### config.mk
export PLATFORM = sky130hd
export DESIGN_NAME = tdm_demux4_flat
export DESIGN_NICKNAME = d
export VERILOG_FILES = /design/src/rtl/tdm_demux4_pkg.sv /design/src/rtl/tdm_demux4_if.sv /design/src/rtl/tdm_demux4.sv /design/src/flat_wrapper.sv
export SDC_FILE = /design/constraint.sdc
export NUM_CORES = 1
export LEC_CHECK = 0
export ABC_CLOCK_PERIOD_IN_PS = 1750
export CORE_MARGIN = 10
export CORE_UTILIZATION = 34
export DETAILED_ROUTE_END_ITERATION = 16
export GPL_TIMING_DRIVEN = 0
export PLACE_DENSITY = 0.61
export RECOVER_POWER = 50
export SETUP_SLACK_MARGIN = 0.2
export SLEW_MARGIN = 10
export SYNTH_ARGS = -nofsm -noshare
export SYNTH_HDL_FRONTEND = slang
export SYNTH_SLANG_ARGS = --single-unit
### constraint.sdc
create_clock -name clk -period 1.75 [get_ports clk]
set_input_delay 0.2625 -clock clk [delete_from_list [all_inputs] [get_ports clk]]
set_output_delay 0.2625 -clock clk [all_outputs]
set_load 0.02 [all_outputs]
### src/rtl/tdm_demux4_pkg.sv
// Shared constants and types for the 4-slot TDM receive path.
// Latency: n/a (types and constants only).
// Backpressure: n/a; slot constants match the transmit-side select generator.
package tdm_demux4_pkg;

  localparam int NUM_SLOTS = 4;
  localparam int SLOT_W    = $clog2(NUM_SLOTS);

  // Framing FSM: hunting for slot 0, or slots 1..3 still pending.
  typedef enum logic {
    ST_IDLE    = 1'b0,
    ST_COLLECT = 1'b1
  } state_t;

  localparam logic [SLOT_W-1:0] SLOT0 = 2'd0;
  localparam logic [SLOT_W-1:0] SLOT1 = 2'd1;
  localparam logic [SLOT_W-1:0] SLOT2 = 2'd2;
  localparam logic [SLOT_W-1:0] SLOT3 = 2'd3;

endpackage

### src/rtl/tdm_demux4_if.sv
// Bundle of the serial TDM beat input and the parallel per-channel outputs.
// Latency: n/a (wiring only).
// Backpressure: none; the link side stalls by dropping din_valid.
interface tdm_demux4_if #(
  parameter int WIDTH = 1
);
  import tdm_demux4_pkg::*;

  logic [WIDTH-1:0]  din;
  logic              din_valid;
  logic              frame_start;
  logic [WIDTH-1:0]  ch0;
  logic [WIDTH-1:0]  ch1;
  logic [WIDTH-1:0]  ch2;
  logic [WIDTH-1:0]  ch3;
  logic              frame_valid;
  logic              frame_err;
  logic [SLOT_W-1:0] slot;
  logic [7:0]        frame_cnt;

  // Link/test side: drives beats, observes decoded frames.
  modport master (
    output din, din_valid, frame_start,
    input  ch0, ch1, ch2, ch3, frame_valid, frame_err, slot, frame_cnt
  );

  // Demux side: consumes beats, presents decoded frames.
  modport slave (
    input  din, din_valid, frame_start,
    output ch0, ch1, ch2, ch3, frame_valid, frame_err, slot, frame_cnt
  );

endinterface

### src/rtl/tdm_demux4.sv
// Aligns on frame_start, gathers 4 valid beats, updates ch0..ch3 together once per frame.
// Latency: outputs valid one edge after the slot-3 beat is sampled; no bubble between frames.
// Backpressure: none; din_valid low holds all state indefinitely.
module tdm_demux4 #(
  parameter int WIDTH = 1
) (
  input  logic         clk,
  input  logic         rst_n,
  tdm_demux4_if.slave  bus
);
  import tdm_demux4_pkg::*;

  state_t            r_state;
  logic [SLOT_W-1:0] r_slot;
  logic [WIDTH-1:0]  r_shadow0;
  logic [WIDTH-1:0]  r_shadow1;
  logic [WIDTH-1:0]  r_shadow2;
  logic [WIDTH-1:0]  r_ch0;
  logic [WIDTH-1:0]  r_ch1;
  logic [WIDTH-1:0]  r_ch2;
  logic [WIDTH-1:0]  r_ch3;
  logic              r_frame_valid;
  logic              r_frame_err;
  logic [7:0]        r_frame_cnt;

  logic              w_beat;
  logic              w_sof;

  assign w_beat = bus.din_valid;
  assign w_sof  = bus.din_valid & bus.frame_start;

  // Framing FSM, slot counter, shadow capture and atomic output-bank update.
  always_ff @(posedge clk) begin
    if (!rst_n) begin
      r_state       <= ST_IDLE;
      r_slot        <= SLOT0;
      r_shadow0     <= '0;
      r_shadow1     <= '0;
      r_shadow2     <= '0;
      r_ch0         <= '0;
      r_ch1         <= '0;
      r_ch2         <= '0;
      r_ch3         <= '0;
      r_frame_valid <= 1'b0;
      r_frame_err   <= 1'b0;
      r_frame_cnt   <= 8'd0;
    end else begin
      r_frame_valid <= 1'b0;
      r_frame_err   <= 1'b0;
      if (w_sof) begin
        // A marker always restarts the frame; mid-frame (including on slot 3)
        // it is a violation and the partial frame is dropped.
        r_frame_err <= (r_state == ST_COLLECT);
        r_shadow0   <= bus.din;
        r_slot      <= SLOT1;
        r_state     <= ST_COLLECT;
      end else if (w_beat && (r_state == ST_COLLECT)) begin
        case (r_slot)
          SLOT1: begin
            r_shadow1 <= bus.din;
            r_slot    <= SLOT2;
          end
          SLOT2: begin
            r_shadow2 <= bus.din;
            r_slot    <= SLOT3;
          end
          SLOT3: begin
            // Slot 3 bypasses the shadow so the whole bank lands on one edge.
            r_ch0         <= r_shadow0;
            r_ch1         <= r_shadow1;
            r_ch2         <= r_shadow2;
            r_ch3         <= bus.din;
            r_frame_valid <= 1'b1;
            r_frame_cnt   <= r_frame_cnt + 8'd1;
            r_slot        <= SLOT0;
            r_state       <= ST_IDLE;
          end
          default: begin
            // Slot 0 never occurs while collecting; resynchronise defensively.
            r_slot  <= SLOT0;
            r_state <= ST_IDLE;
          end
        endcase
      end
    end
  end

  assign bus.ch0         = r_ch0;
  assign bus.ch1         = r_ch1;
  assign bus.ch2         = r_ch2;
  assign bus.ch3         = r_ch3;
  assign bus.frame_valid = r_frame_valid;
  assign bus.frame_err   = r_frame_err;
  assign bus.slot        = r_slot;
  assign bus.frame_cnt   = r_frame_cnt;

endmodule
### src/flat_wrapper.sv
// flat-port wrapper written by rule: the top's interface ports become plain ports
module tdm_demux4_flat import tdm_demux4_pkg::*;
#(
  parameter int WIDTH = 1
)
  (clk, rst_n, bus_din, bus_din_valid, bus_frame_start, bus_ch0, bus_ch1, bus_ch2, bus_ch3, bus_frame_valid, bus_frame_err, bus_slot, bus_frame_cnt);
  tdm_demux4_if #(.WIDTH(WIDTH)) bus_i ();
  input  logic clk;
  input  logic rst_n;
  input wire logic [$bits(bus_i.din)-1:0] bus_din;
  input wire logic [$bits(bus_i.din_valid)-1:0] bus_din_valid;
  input wire logic [$bits(bus_i.frame_start)-1:0] bus_frame_start;
  output wire logic [$bits(bus_i.ch0)-1:0] bus_ch0;
  output wire logic [$bits(bus_i.ch1)-1:0] bus_ch1;
  output wire logic [$bits(bus_i.ch2)-1:0] bus_ch2;
  output wire logic [$bits(bus_i.ch3)-1:0] bus_ch3;
  output wire logic [$bits(bus_i.frame_valid)-1:0] bus_frame_valid;
  output wire logic [$bits(bus_i.frame_err)-1:0] bus_frame_err;
  output wire logic [$bits(bus_i.slot)-1:0] bus_slot;
  output wire logic [$bits(bus_i.frame_cnt)-1:0] bus_frame_cnt;
  assign bus_i.din = bus_din;
  assign bus_i.din_valid = bus_din_valid;
  assign bus_i.frame_start = bus_frame_start;
  assign bus_ch0 = bus_i.ch0;
  assign bus_ch1 = bus_i.ch1;
  assign bus_ch2 = bus_i.ch2;
  assign bus_ch3 = bus_i.ch3;
  assign bus_frame_valid = bus_i.frame_valid;
  assign bus_frame_err = bus_i.frame_err;
  assign bus_slot = bus_i.slot;
  assign bus_frame_cnt = bus_i.frame_cnt;
  tdm_demux4 #(.WIDTH(WIDTH)) u_core (.clk(clk), .rst_n(rst_n), .bus(bus_i));
endmodule
### Word level (Yosys, flattened, before mapping)

Index checks and enable logic that the tools add are counted.
Widths: inputs -> output; s select.

* add/subtract/negate cells: 1
* equality and inequality tests: 4
* mux-type cells: 7
* bitwise gates (word level): 4
* reduce and logical (&&, ||, !) cells: 10

Operators with widths (number)
* $reduce_and 3->1: 3
* $add 8x1->8 const B: 1
* $mux 1: 6
* $eq 2x2->1 const B: 2
* $pmux 2 s2: 1
* $reduce_and 2->1: 2
* $reduce_or 2->1: 2
* $not 1->1: 3
* $reduce_or 3->1: 1
* $eq 2x1->1 const B: 1
* $ne 2x1->1 const B: 1
* $reduce_bool 2->1: 1
* $and 1x1->1: 1
* $logic_and 1x1->1: 1

* register bits: 20
* output and inout bits: 16
* word-level logic and storage cells: 39

### Logic depth before layout (Yosys ltp)

Gate-level depths: netlist of the first run.

* depth in word-level cells: 5
* gate-level depth with buffers: 5
* mapped depth without buffers: 5

### Least setup slack after synthesis of the first run

OpenSTA, ideal clock, no wires.

* path type: reg2reg
* start: register u_core.r_slot[1], in the netlist u_core.bus.slot[1]
* end: register u_core.r_frame_cnt[6], in the netlist u_core.bus.frame_cnt[6]
* arrival time: 1.555 ns
* required time: 1.680 ns
* path slack: 0.126 ns
* cell stages (with the launch flop): 5
* buffers on the path: 0
* clock period less this slack: 1.624 ns
* path through: dfxtp_1 ha_1 nand4b_4 or4_1 a21oi_1

* cells in the longest elaborated chain, start to end: 2

RTL lines
* start: declaration: RTL line tdm_demux4.sv:14 `logic [SLOT_W-1:0] r_slot;`
* start signal: assignment: RTL line tdm_demux4.sv:36 `r_slot <= SLOT0;`
* start signal: assignment: RTL line tdm_demux4.sv:55 `r_slot <= SLOT1;`
* start signal: assignment: RTL line tdm_demux4.sv:61 `r_slot <= SLOT2;`
* $eq 2x2->1: RTL line tdm_demux4.sv:58 `case (r_slot)`
* $reduce_and 3->1 (no source line)
* end signal: assignment: RTL line tdm_demux4.sv:74 `r_frame_cnt <= r_frame_cnt + 8'd1;`
* end: declaration: RTL line tdm_demux4.sv:24 `logic [7:0] r_frame_cnt;`

No other way between the ends.
A chain may end at the register's enable or synchronous reset.

### Final worst setup path of the first run

* start: input bus_din_valid
* end: register u_core.r_frame_cnt[5], in the netlist u_core.bus.frame_cnt[5]

* cells in the longest elaborated chain, start to end: 3

RTL lines
* start: declaration: RTL line flat_wrapper.sv:11 `input wire logic [$bits(bus_i.din_valid)-1:0] bus_din_valid;`
* $and 1x1->1: RTL line tdm_demux4.sv:30 `assign w_sof = bus.din_valid & bus.frame_start;`
* $not 1->1 (no source line)
* $reduce_and 3->1 (no source line) *

Every way passes the cells marked *; elsewhere a longest branch is shown, timed or not.

==> results of run 1 <==
## kinds of logic after synthesis
family	synth area share
and+or+nand+nor	0.265
muxes	0.0437
adders and majority gates	0.0683
DFF	0.437
AOI/OAI and AO/OA	0.113
buffers and inverters	0.0628
xor gates and xnor gates	0.00956
## worst max path at each step
stage                                     from                                   end  slack, ns  cells after the start
3_3_place_gp                     bus_din_valid  u_core.bus.frame_cnt[6]$_SDFFE_PN0P_      -0.08                      5
4_1_cts        u_core.bus.slot[1]$_SDFFE_PP0P_  u_core.bus.frame_cnt[6]$_SDFFE_PN0P_       0.17                      4
6_report                         bus_din_valid  u_core.bus.frame_cnt[5]$_SDFFE_PN0P_       0.21                      5
3_5_place_dp                     bus_din_valid  u_core.bus.frame_cnt[6]$_SDFFE_PN0P_      -0.11                      5
5_1_grt                          bus_din_valid  u_core.bus.frame_cnt[5]$_SDFFE_PN0P_       0.14                      5
2_1_floorplan  u_core.bus.slot[1]$_SDFFE_PP0P_  u_core.bus.frame_cnt[6]$_SDFFE_PN0P_       0.25                      4
## cells in the final DEF (no fill, tap or decap), drive strengths merged, types with 3 or more instances in the layout
cell / instances
a21oi: 12
mux2i: 4
inv: 5
dfxtp: 20
nor2: 6
clkbuf: 10
dlygate4sd2: 9
buf: 6
nand4b: 3
clkdlybuf4s50: 4
o21ai: 4
ha: 5
nand2: 18
## cell usage after synthesis (2+ instances only)
cell,instances
a21oi_1,12
buf_6,2
dfxtp_1,20
ha_1,5
inv_1,5
mux2i_1,4
nand2_1,18
nand2b_1,2
nand3_1,2
nand4_1,2
nand4b_1,2
nor2_1,6
o21ai_0,4
o31ai_1,2
or4_1,2
## where the power goes
part / total [mW] / internal, mW / switching (mW)
Sequential: 0.463 / 0.459 / 0.00469
Clock: 0.380 / 0.232 / 0.149
Combinational: 0.0578 / 0.0233 / 0.0344
Total: 0.901 / 0.713 / 0.188
## critical path: stages
cell             delay, ns
clkdlybuf4s50_1       0.49
buf_6                 0.15
nand3b_1              0.18
or4_1                 0.54
a21oi_1               0.16
## per-layer routing
layer,wire (um),track usage,part of all wire,vias up
li1,-,-,-,397
met1,991,0.101,0.45,354
met2,1070,0.141,0.49,10
met3,85,0.0245,0.039,4
met4,52,0.0452,0.024,0
met5,0,0,0,-
## cell type report
cell class / instances / share of cell area
timing repair buffer: 22 / 0.143
buffer: 5 / 0.0316
clock buffer: 3 / 0.0189
inverter: 5 / 0.0158
sequential: 20 / 0.343
multi-input combinational: 70 / 0.391
tap: 30 / 0.0316
clock inverter: 1 / 0.0253
## what timing repair did
action	in CTS	in global routing
setup buffers	0	3
gates resized for setup	10	9
hold buffers	0	0
pin swaps	0	2
endpoints found under the setup margin	13	9
==> metrics.cfg, run 1 <==
[synthesis]
synth_ff_type=dfxtp_1
synth_top_cells_by_area=dfxtp_1, nand2_1, ha_1, a21oi_1, mux2i_1
syn_area_per_cell_um2=9.16
synth-warning-count=0
yosysSeqAreaShare=0.437
ys_async_sr_fraction=0
synth.distinct_cells=27
synth_top_area_cell=dfxtp_1
syn-num-nets=110
ys_seq_elements=20
synthesis.area_um2=916
synthDominantCellAreaShare=0.437
synth_edf_count=0
synthCells=100

[min_path]
hold_class=in2reg
whs_path_depth=3
min_from=bus_frame_start
min_to=u_core.r_state$_SDFFE_PN0P_

[outcome]
outcome=completed

[place]
pre_cts_ws_ns=-0.111
place_inst=149
port_buffers=19
dpl.hpwl_um=1560
gp_congestion=0.782
place_area_um2=1150

[floorplanning]
fp-row-count=18
io_pins=21
die_w_um=71.9
dieHeight_um=71.9
core-area_um2=2520
die_area_um2=5170
start_util=0.363

[drt]
ant_nets=0
wl_um=2200
via_per_inst=4.90
drtIter0Drc=34
firstDrtPassIters=4
avgRoutedWirePerCell_um=14.1
drc=0
vias=765

[global_route]
grt_pass1_vias=772
grt_max_degree=13
grt_usage=0.0869
gr-total-overflow=0
grt_pass1_wl_um=3650
antenna_found_initial=0

[cts]
htree_levels=1
clkSinkCount=20
clkLatencyLatePin_ns=0.30
clk_path_buf_depth=2
cts.clk_slew.worst_paths_ns=0.12
cts_tree=built
cts_buffers=3
cts_root_buf=clkbuf_4

[critical_path]
rr_startpoint=u_core.bus.slot[1]$_SDFFE_PP0P_
critPathRequiredTime_ns=1.99
r2r_slack_ns=0.26
worst_setup_path_start_kind=input pin
r2r_cells=5
end_kind=flop
critPathKind=in2reg
worstReg2RegEnd=u_core.bus.frame_cnt[4]$_SDFFE_PN0P_
cp.arrival_ns=1.78
path_max_fanout=10

[timing]
rsz0062_at_grt=no
finalWorstSetupSlack_ns=0.211
worst_slew_pin_slew_ns=0.470
finalHoldViolCount=0
min_period_over_period=0.880
tns_ns=0
worst_clock_skew_ns=0.00501
finalCriticalPeriod_ns=1.54
drv_slew=0
fmax_ghz=0.650
final-setup-viol-count=0
timing.hold.ws_ns=0.239
slew_headroom=0.687

[power]
power_density_nw_per_um2=758
finalPower_uw=901
p_leak_nw=0.490
ir_worst_vdd_uv=417

[layout]
finalInstanceArea_um2=1190
drive_gt1_frac=0.143
post-route-util=0.471
diodes=0
nFillCells=271
final-seq-area_um2=408
finalNonFillerCells=156
syn2layout_area_growth_pct=29.8
multi_input_area_um2=464
nets=137
largest_reg_flops=8

[job]
cap_viol_max_count=0

Note: power is estimated with default switching activity, not from simulation.
==> run 2: changes to the inputs <==
- ABC_AREA: default -> 1
==> run 2 against run 1 <==
Against the previous run: largest power group unchanged; routed wire length shrank 12%; critical endpoint is now bus_frame_err; flip-flop and latch count stayed put; final cell count rose by 11%; power shrank 1.1%; die area is 1.7% lower; highest routed layer unchanged; synthesized cell count grew 19%; critical path depth fell by 4; combinational power fell by 12%; clock-buffer cell count unchanged.
==> metrics.cfg, run 2 <==
[layout]
diodes=0  ; unchanged
syn2layout_area_growth_pct=29.1  ; was 29.8%
final-seq-area_um2=400  ; was 408 um2
finalInstanceArea_um2=1150  ; was 1190 um2
largest_reg_flops=8  ; unchanged
multi_input_area_um2=427  ; was 464 um2
nFillCells=268  ; was 271
final_cell_mix=nor2_1, nand2_1, dfxtp_1, dlygate4sd2_1, inv_1  ; was nand2_1, dfxtp_1, a21oi_1, dlygate4sd2_1, clkbuf_1
layout_commonest_cell=nor2_1
drive_gt1_frac=0.0629  ; was 0.143
nets=154  ; was 137

[synthesis]
synthTopCellsByCount=nor2_1, dfxtp_1, nand2_1  ; was dfxtp_1, nand2_1, a21oi_1
yosysSeqAreaShare=0.448  ; was 0.437
yosysMostFrequentCell=nor2_1  ; was dfxtp_1
synthesis.area_um2=895  ; was 916 um2
synth_top_cells_by_area=dfxtp_1, nor2_1, nand2_1, ha_1, inv_1  ; was dfxtp_1, nand2_1, ha_1, a21oi_1, mux2i_1
ys_async_sr_fraction=0  ; unchanged
synth_top_area_cell=dfxtp_1  ; unchanged
synth_edf_count=0  ; unchanged
synthCells=119  ; was 100
synthDominantCellAreaShare=0.448  ; was 0.437
syn-num-nets=129  ; was 110
synth.distinct_cells=18  ; was 27
synth-warning-count=0  ; unchanged
ys_seq_elements=20  ; unchanged
synth_ff_type=dfxtp_1  ; unchanged
syn_area_per_cell_um2=7.52  ; was 9.16 um2

[critical_path]
cp.arrival_ns=1.20  ; was 1.78 ns
path_cells=clkdlybuf4s50_1  ; was clkdlybuf4s50_1, buf_6, nand3b_1, or4_1, a21oi_1
end_kind=output port  ; was flop
worst_setup_path_start_kind=flop  ; was input pin
critPathKind=reg2out  ; was in2reg
cp_slowest_stage_delay_ns=0.59  ; was 0.54 ns
worstReg2RegEnd=u_core.bus.frame_cnt[6]$_SDFFE_PN0P_  ; was u_core.bus.frame_cnt[4]$_SDFFE_PN0P_
path_max_fanout=1  ; was 10
critPathRequiredTime_ns=1.49  ; was 1.99 ns
r2r_slack_ns=0.47  ; was 0.26 ns
r2r_cells=7  ; was 5
startpoint=u_core.bus.frame_err$_SDFF_PN0_  ; was bus_din_valid
crit_slowest_cell=clkdlybuf4s50_1  ; was or4_1
crit_family=buffers and inverters  ; was simple AND/OR/NAND/NOR gates
path_buf_inv=1  ; was 2
worstSetupPathDepth=1  ; was 5
rr_startpoint=u_core.bus.slot[1]$_SDFFE_PP0P_  ; unchanged
worstSetupEndpoint=bus_frame_err  ; was u_core.bus.frame_cnt[5]$_SDFFE_PN0P_

[global_route]
antenna_found_initial=0  ; unchanged
grt_pass1_wl_um=3580  ; was 3650 um
grt_pass1_vias=826  ; was 772
gr-total-overflow=0  ; unchanged
grt_max_degree=13  ; unchanged
grt_usage=0.0836  ; was 0.0869

[timing]
rsz0062_at_grt=no  ; unchanged
worst_clock_skew_ns=0.0159  ; was 0.00501 ns
fmax_ghz=0.682  ; was 0.650 GHz
finalCriticalPeriod_ns=1.47  ; was 1.54 ns
final-setup-viol-count=0  ; unchanged
min_period_over_period=0.837  ; was 0.880
finalWorstSetupSlack_ns=0.285  ; was 0.211 ns
slew_headroom=0.763  ; was 0.687
drv_slew=0  ; unchanged
tns_ns=0  ; unchanged
finalHoldViolCount=0  ; unchanged
worst_slew_pin_slew_ns=0.355  ; was 0.470 ns

[cts]
htree_levels=1  ; unchanged
cts_root_buf=clkbuf_4  ; unchanged
cts.clk_slew.worst_paths_ns=0.12  ; about the same
clkLatencyLatePin_ns=0.31  ; was 0.30 ns
clk_path_buf_depth=2  ; unchanged
post_cts_buffers=0  ; unchanged
clkSinkCount=20  ; unchanged
cts_tree=built  ; unchanged
cts_buffers=3  ; unchanged

[drt]
drtIter0Drc=22  ; was 34
firstDrtPassIters=4  ; unchanged
vias=794  ; was 765
avgRoutedWirePerCell_um=11.2  ; was 14.1 um
via_per_inst=4.59  ; was 4.90
wl_um=1930  ; was 2200 um
ant_nets=0  ; unchanged
drc=0  ; unchanged

[floorplanning]
core-area_um2=2500  ; was 2520 um2
io_pins=21  ; unchanged
die_w_um=71.3  ; was 71.9 um
fp-row-count=18  ; unchanged
dieHeight_um=71.3  ; was 71.9 um
start_util=0.358  ; was 0.363
die_area_um2=5080  ; was 5170 um2

[outcome]
outcome=completed  ; unchanged

[job]
cap_viol_max_count=0  ; unchanged

[place]
pre_cts_ws_ns=0.190  ; was -0.111 ns
gp_congestion=0.789  ; was 0.782
place_area_um2=1130  ; was 1150 um2
dpl.hpwl_um=1510  ; was 1560 um
port_buffers=20  ; was 19

[min_path]
hold_class=reg2reg  ; was in2reg
whs_path_depth=2  ; was 3

[power]
finalPower_uw=892  ; was 901 uW
ir_worst_vdd_uv=751  ; was 417 uV
power_density_nw_per_um2=772  ; was 758 nW/um2
p_leak_nw=0.555  ; was 0.490 nW

==> run 2: metal layers <==
metal / GRT usage / up-vias / part of all wire
li1: - / 431 / -
met1: 0.0916 / 343 / 0.44
met2: 0.134 / 18 / 0.46
met3: 0.0482 / 2 / 0.093
met4: 0.0237 / 0 / 0.0067
met5: 0 / - / 0
==> run 2: stage by stage <==
| stage | utilization | hold slack (ns) | std cells |
|---|---|---|---|
| 2_1_floorplan | - | 0.397 | 119 |
| 3_3_place_gp | 0.453 | 0.460 | 169 |
| 3_5_place_dp | 0.453 | 0.463 | 169 |
| 4_1_cts | 0.467 | 0.480 | 173 |
| 5_1_grt | 0.462 | 0.508 | 173 |
| 6_report | 0.462 | 0.472 | 173 |
==> run 2: report_power, final <==
group          total [mW]  internal (mW)  switching [mW]  leakage, nW
combinational      0.0506         0.0199          0.0307        0.365
sequential          0.465          0.461         0.00440        0.162
clock               0.376          0.232           0.145       0.0279
total               0.892          0.712           0.180        0.555
==> run 2: how the worst min path moves through the flow <==
stage / slack [ns] / end / startpoint
after global routing: 0.51 / u_core.r_state$_SDFFE_PN0P_ / u_core.r_state$_SDFFE_PN0P_
after global placement: 0.46 / u_core.r_shadow0$_SDFFE_PN0P_ / u_core.r_shadow0$_SDFFE_PN0P_
final: 0.47 / u_core.r_shadow0$_SDFFE_PN0P_ / u_core.r_shadow0$_SDFFE_PN0P_
after CTS: 0.48 / u_core.r_shadow0$_SDFFE_PN0P_ / u_core.r_shadow0$_SDFFE_PN0P_
after detailed placement: 0.46 / u_core.r_shadow0$_SDFFE_PN0P_ / u_core.r_shadow0$_SDFFE_PN0P_
after floorplan: 0.40 / u_core.bus.ch3$_SDFFE_PN0P_ / bus_din
==> run 2: repair_timing <==
| action | in CTS | in global routing |
|---|---|---|
| pin swaps | 0 | 0 |
| hold buffers | 0 | 0 |
| setup endpoints to repair | 13 | 1 |
| gates resized for setup | 13 | 1 |
==> run 2: kinds of logic after synthesis <==
kind of cell    after synthesis  share of synthesized area
flops                        20                      0.448
fa+ha+maj                     5                     0.0699
simple gates                 60                      0.292
compound gates               20                      0.123
buf+inv                      14                     0.0671
==> run 2: cell type report <==
| cell class | instances | share of cell area |
|---|---|---|
| Multi-Input combinational cell | 85 | 0.369 |
| Sequential cell | 20 | 0.347 |
| Timing Repair Buffer | 20 | 0.154 |
| Inverter | 12 | 0.0390 |
| Tap cell | 30 | 0.0325 |
| Clock inverter | 1 | 0.0260 |
| Clock buffer | 3 | 0.0195 |
| Buffer | 2 | 0.0130 |
==> run 3: changes to the inputs <==
- ABC_CLOCK_PERIOD_IN_PS: 1750 -> 1400
- clock period: 1.75 -> 1.4 ns (I/O delays scaled with it)
==> run 3 against run 2 <==
Against the previous run: largest power group unchanged; die area did not move; first-iteration DRC count grew 41%; sequential power up 25%; design area rose by 2.7%; routed wire length grew 6.5%; combinational power is 47% higher; worst setup slack lost 0.10 ns; power is 3.1% higher; non-clock buffer count is 4 higher; critical path type unchanged.
==> metrics.cfg, run 3 (same netlist as run 2, synthesis figures left out) <==
[outcome]
outcome=completed  ; unchanged

[layout]
final_cell_mix=nor2_1, nand2_1, dfxtp_1, inv_1, o21ai_1  ; was nor2_1, nand2_1, dfxtp_1, dlygate4sd2_1, inv_1
nets=158  ; was 154
diodes=0  ; unchanged
drive_gt1_frac=0.192  ; was 0.0629
largest_reg_flops=8  ; unchanged
finalInstanceArea_um2=1190  ; was 1150 um2
layout_commonest_cell=nor2_1  ; unchanged
syn2layout_area_growth_pct=32.6  ; was 29.1%

[critical_path]
r2r_cells=6  ; was 7
path_max_fanout=3  ; was 1
crit_family=flip-flops  ; was buffers and inverters
worst_setup_path_start_kind=flop  ; unchanged
worstSetupPathDepth=1  ; unchanged
crit_slowest_cell=dfxtp_1  ; was clkdlybuf4s50_1
cp.arrival_ns=1.01  ; was 1.20 ns
path_cells=clkdlybuf4s15_2  ; was clkdlybuf4s50_1
end_kind=output port  ; unchanged
cp_slowest_stage_delay_ns=0.42  ; was 0.59 ns
path_buf_inv=1  ; unchanged
critPathRequiredTime_ns=1.19  ; was 1.49 ns
critPathKind=reg2out  ; unchanged

[cts]
cts_buffers=3  ; unchanged
htree_levels=1  ; unchanged
cts_root_buf=clkbuf_4  ; unchanged
cts.clk_slew.worst_paths_ns=0.10  ; was 0.12 ns
clkLatencyLatePin_ns=0.29  ; was 0.31 ns
cts_tree=built  ; unchanged
clkSinkCount=20  ; unchanged
clk_path_buf_depth=2  ; unchanged
hold_buffers=0  ; unchanged

[floorplanning]
die_area_um2=5080  ; unchanged
die_w_um=71.3  ; unchanged
start_util=0.358  ; unchanged
io_pins=21  ; unchanged
core-area_um2=2500  ; unchanged
dieHeight_um=71.3  ; unchanged
fp-row-count=18  ; unchanged

[global_route]
grt_pass1_vias=796  ; was 826
gr-total-overflow=0  ; unchanged
grt_pass1_wl_um=3480  ; was 3580 um
grt_max_degree=11  ; was 13
antenna_found_initial=0  ; unchanged
grt_usage=0.0806  ; was 0.0836

[power]
power_density_nw_per_um2=775  ; was 772 nW/um2
combPwrFrac=0.081  ; was 0.057
clock_power_share=0.287  ; was 0.422
finalPower_uw=919  ; was 892 uW
ir_worst_vdd_uv=570  ; was 751 uV
cellInternalPower_uw=705  ; was 712 uW
switchingPower_uw=215  ; was 180 uW
p_leak_nw=0.536  ; was 0.555 nW
p_seq_frac=0.631  ; was 0.521
sw_frac_of_total=0.233  ; was 0.202

[drt]
ant_nets=0  ; unchanged
wl_um=2060  ; was 1930 um
firstDrtPassIters=4  ; unchanged
via_per_inst=4.68  ; was 4.59
avgRoutedWirePerCell_um=11.7  ; was 11.2 um
drc=0  ; unchanged
drtIter0Drc=31  ; was 22
vias=823  ; was 794

[timing]
min_period_over_period=0.868
worst_slew_pin_slew_ns=0.255  ; was 0.355 ns
fmax_ghz=0.823
worst_clock_skew_ns=0.00405  ; was 0.0159 ns
rsz0062_at_grt=yes  ; was no
finalCriticalPeriod_ns=1.22
tns_ns=0  ; unchanged
finalHoldViolCount=0  ; unchanged
timing.hold.ws_ns=0.297  ; was 0.472 ns
drv_slew=0  ; unchanged
slew_headroom=0.829  ; was 0.763
final-setup-viol-count=0  ; unchanged

[min_path]
whs_path_depth=3  ; was 2
hold_class=in2reg  ; was reg2reg

[place]
gp_congestion=0.787  ; was 0.789
place_area_um2=1130  ; about the same
port_buffers=20  ; unchanged
dpl.hpwl_um=1540  ; was 1510 um

[job]
cap_viol_max_count=0  ; unchanged

[run 3: area by class of cell]
cell class,instances,area (um2)
buffer,2,16.3
tap,30,37.5
sequential,20,409
inverter,12,50.0
clock buffer,3,22.5
fill,259,1310
timing repair buffer,24,191
multi-input combinational,85,459
[run 3: final timing paths]
check | from | to | slack (ns)
worst max-delay path | u_core.bus.slot[1]$_SDFFE_PP0P_ | bus_slot[1] | 0.18
worst min-delay path | bus_din_valid | u_core.r_shadow0$_SDFFE_PN0P_ | 0.30
worst max register to register | u_core.bus.slot[1]$_SDFFE_PP0P_ | u_core.bus.frame_cnt[6]$_SDFFE_PN0P_ | 0.18
worst min register to register | u_core.bus.frame_cnt[2]$_SDFFE_PN0P_ | u_core.bus.frame_cnt[2]$_SDFFE_PN0P_ | 0.49
[run 3: power by group through the flow]
stage                     Clock, mW  Sequential (mW)  Combinational, mW
after detailed placement          0            0.596             0.0692
after floorplan                   0            0.599             0.0332
final                         0.264            0.580             0.0745
after CTS                     0.276            0.581             0.0710
after global placement            0            0.596             0.0677
after global routing          0.298            0.582             0.0816
[run 3: per-stage QoR]
stage	worst slack [ns]	util	cells
after floorplan	0.215	-	119
after global placement	-0.0831	0.454	169
after detailed placement	-0.110	0.454	169
after CTS	0.0984	0.482	175
after global routing	0.0997	0.474	176
final	0.185	0.474	176
[run 3: timing repair]
action | in CTS | in global routing
setup buffers | 2 | 1
endpoints found under the setup margin | 26 | 26
endpoints found under the hold margin | 0 | 0
cloned | 1 | 0
pin swaps | 1 | 3
gates resized for setup | 41 | 29
[run 3: per-layer routing]
| layer | vias up | GRT usage | wire length [um] |
|---|---|---|---|
| li1 | 439 | - | - |
| met1 | 368 | 0.0895 | 927 |
| met2 | 12 | 0.131 | 975 |
| met3 | 4 | 0.0331 | 129 |
| met4 | 0 | 0.0366 | 27 |
| met5 | - | 0 | 0 |
[run 3: worst register-to-register path, stage by stage, from the launching register on]
cell     delay (ns)
dfxtp_1        0.42
ha_4           0.17
nand2_4        0.06
nor2_8         0.16
nand2_1        0.12
o21ai_1        0.14
nor2_1         0.05
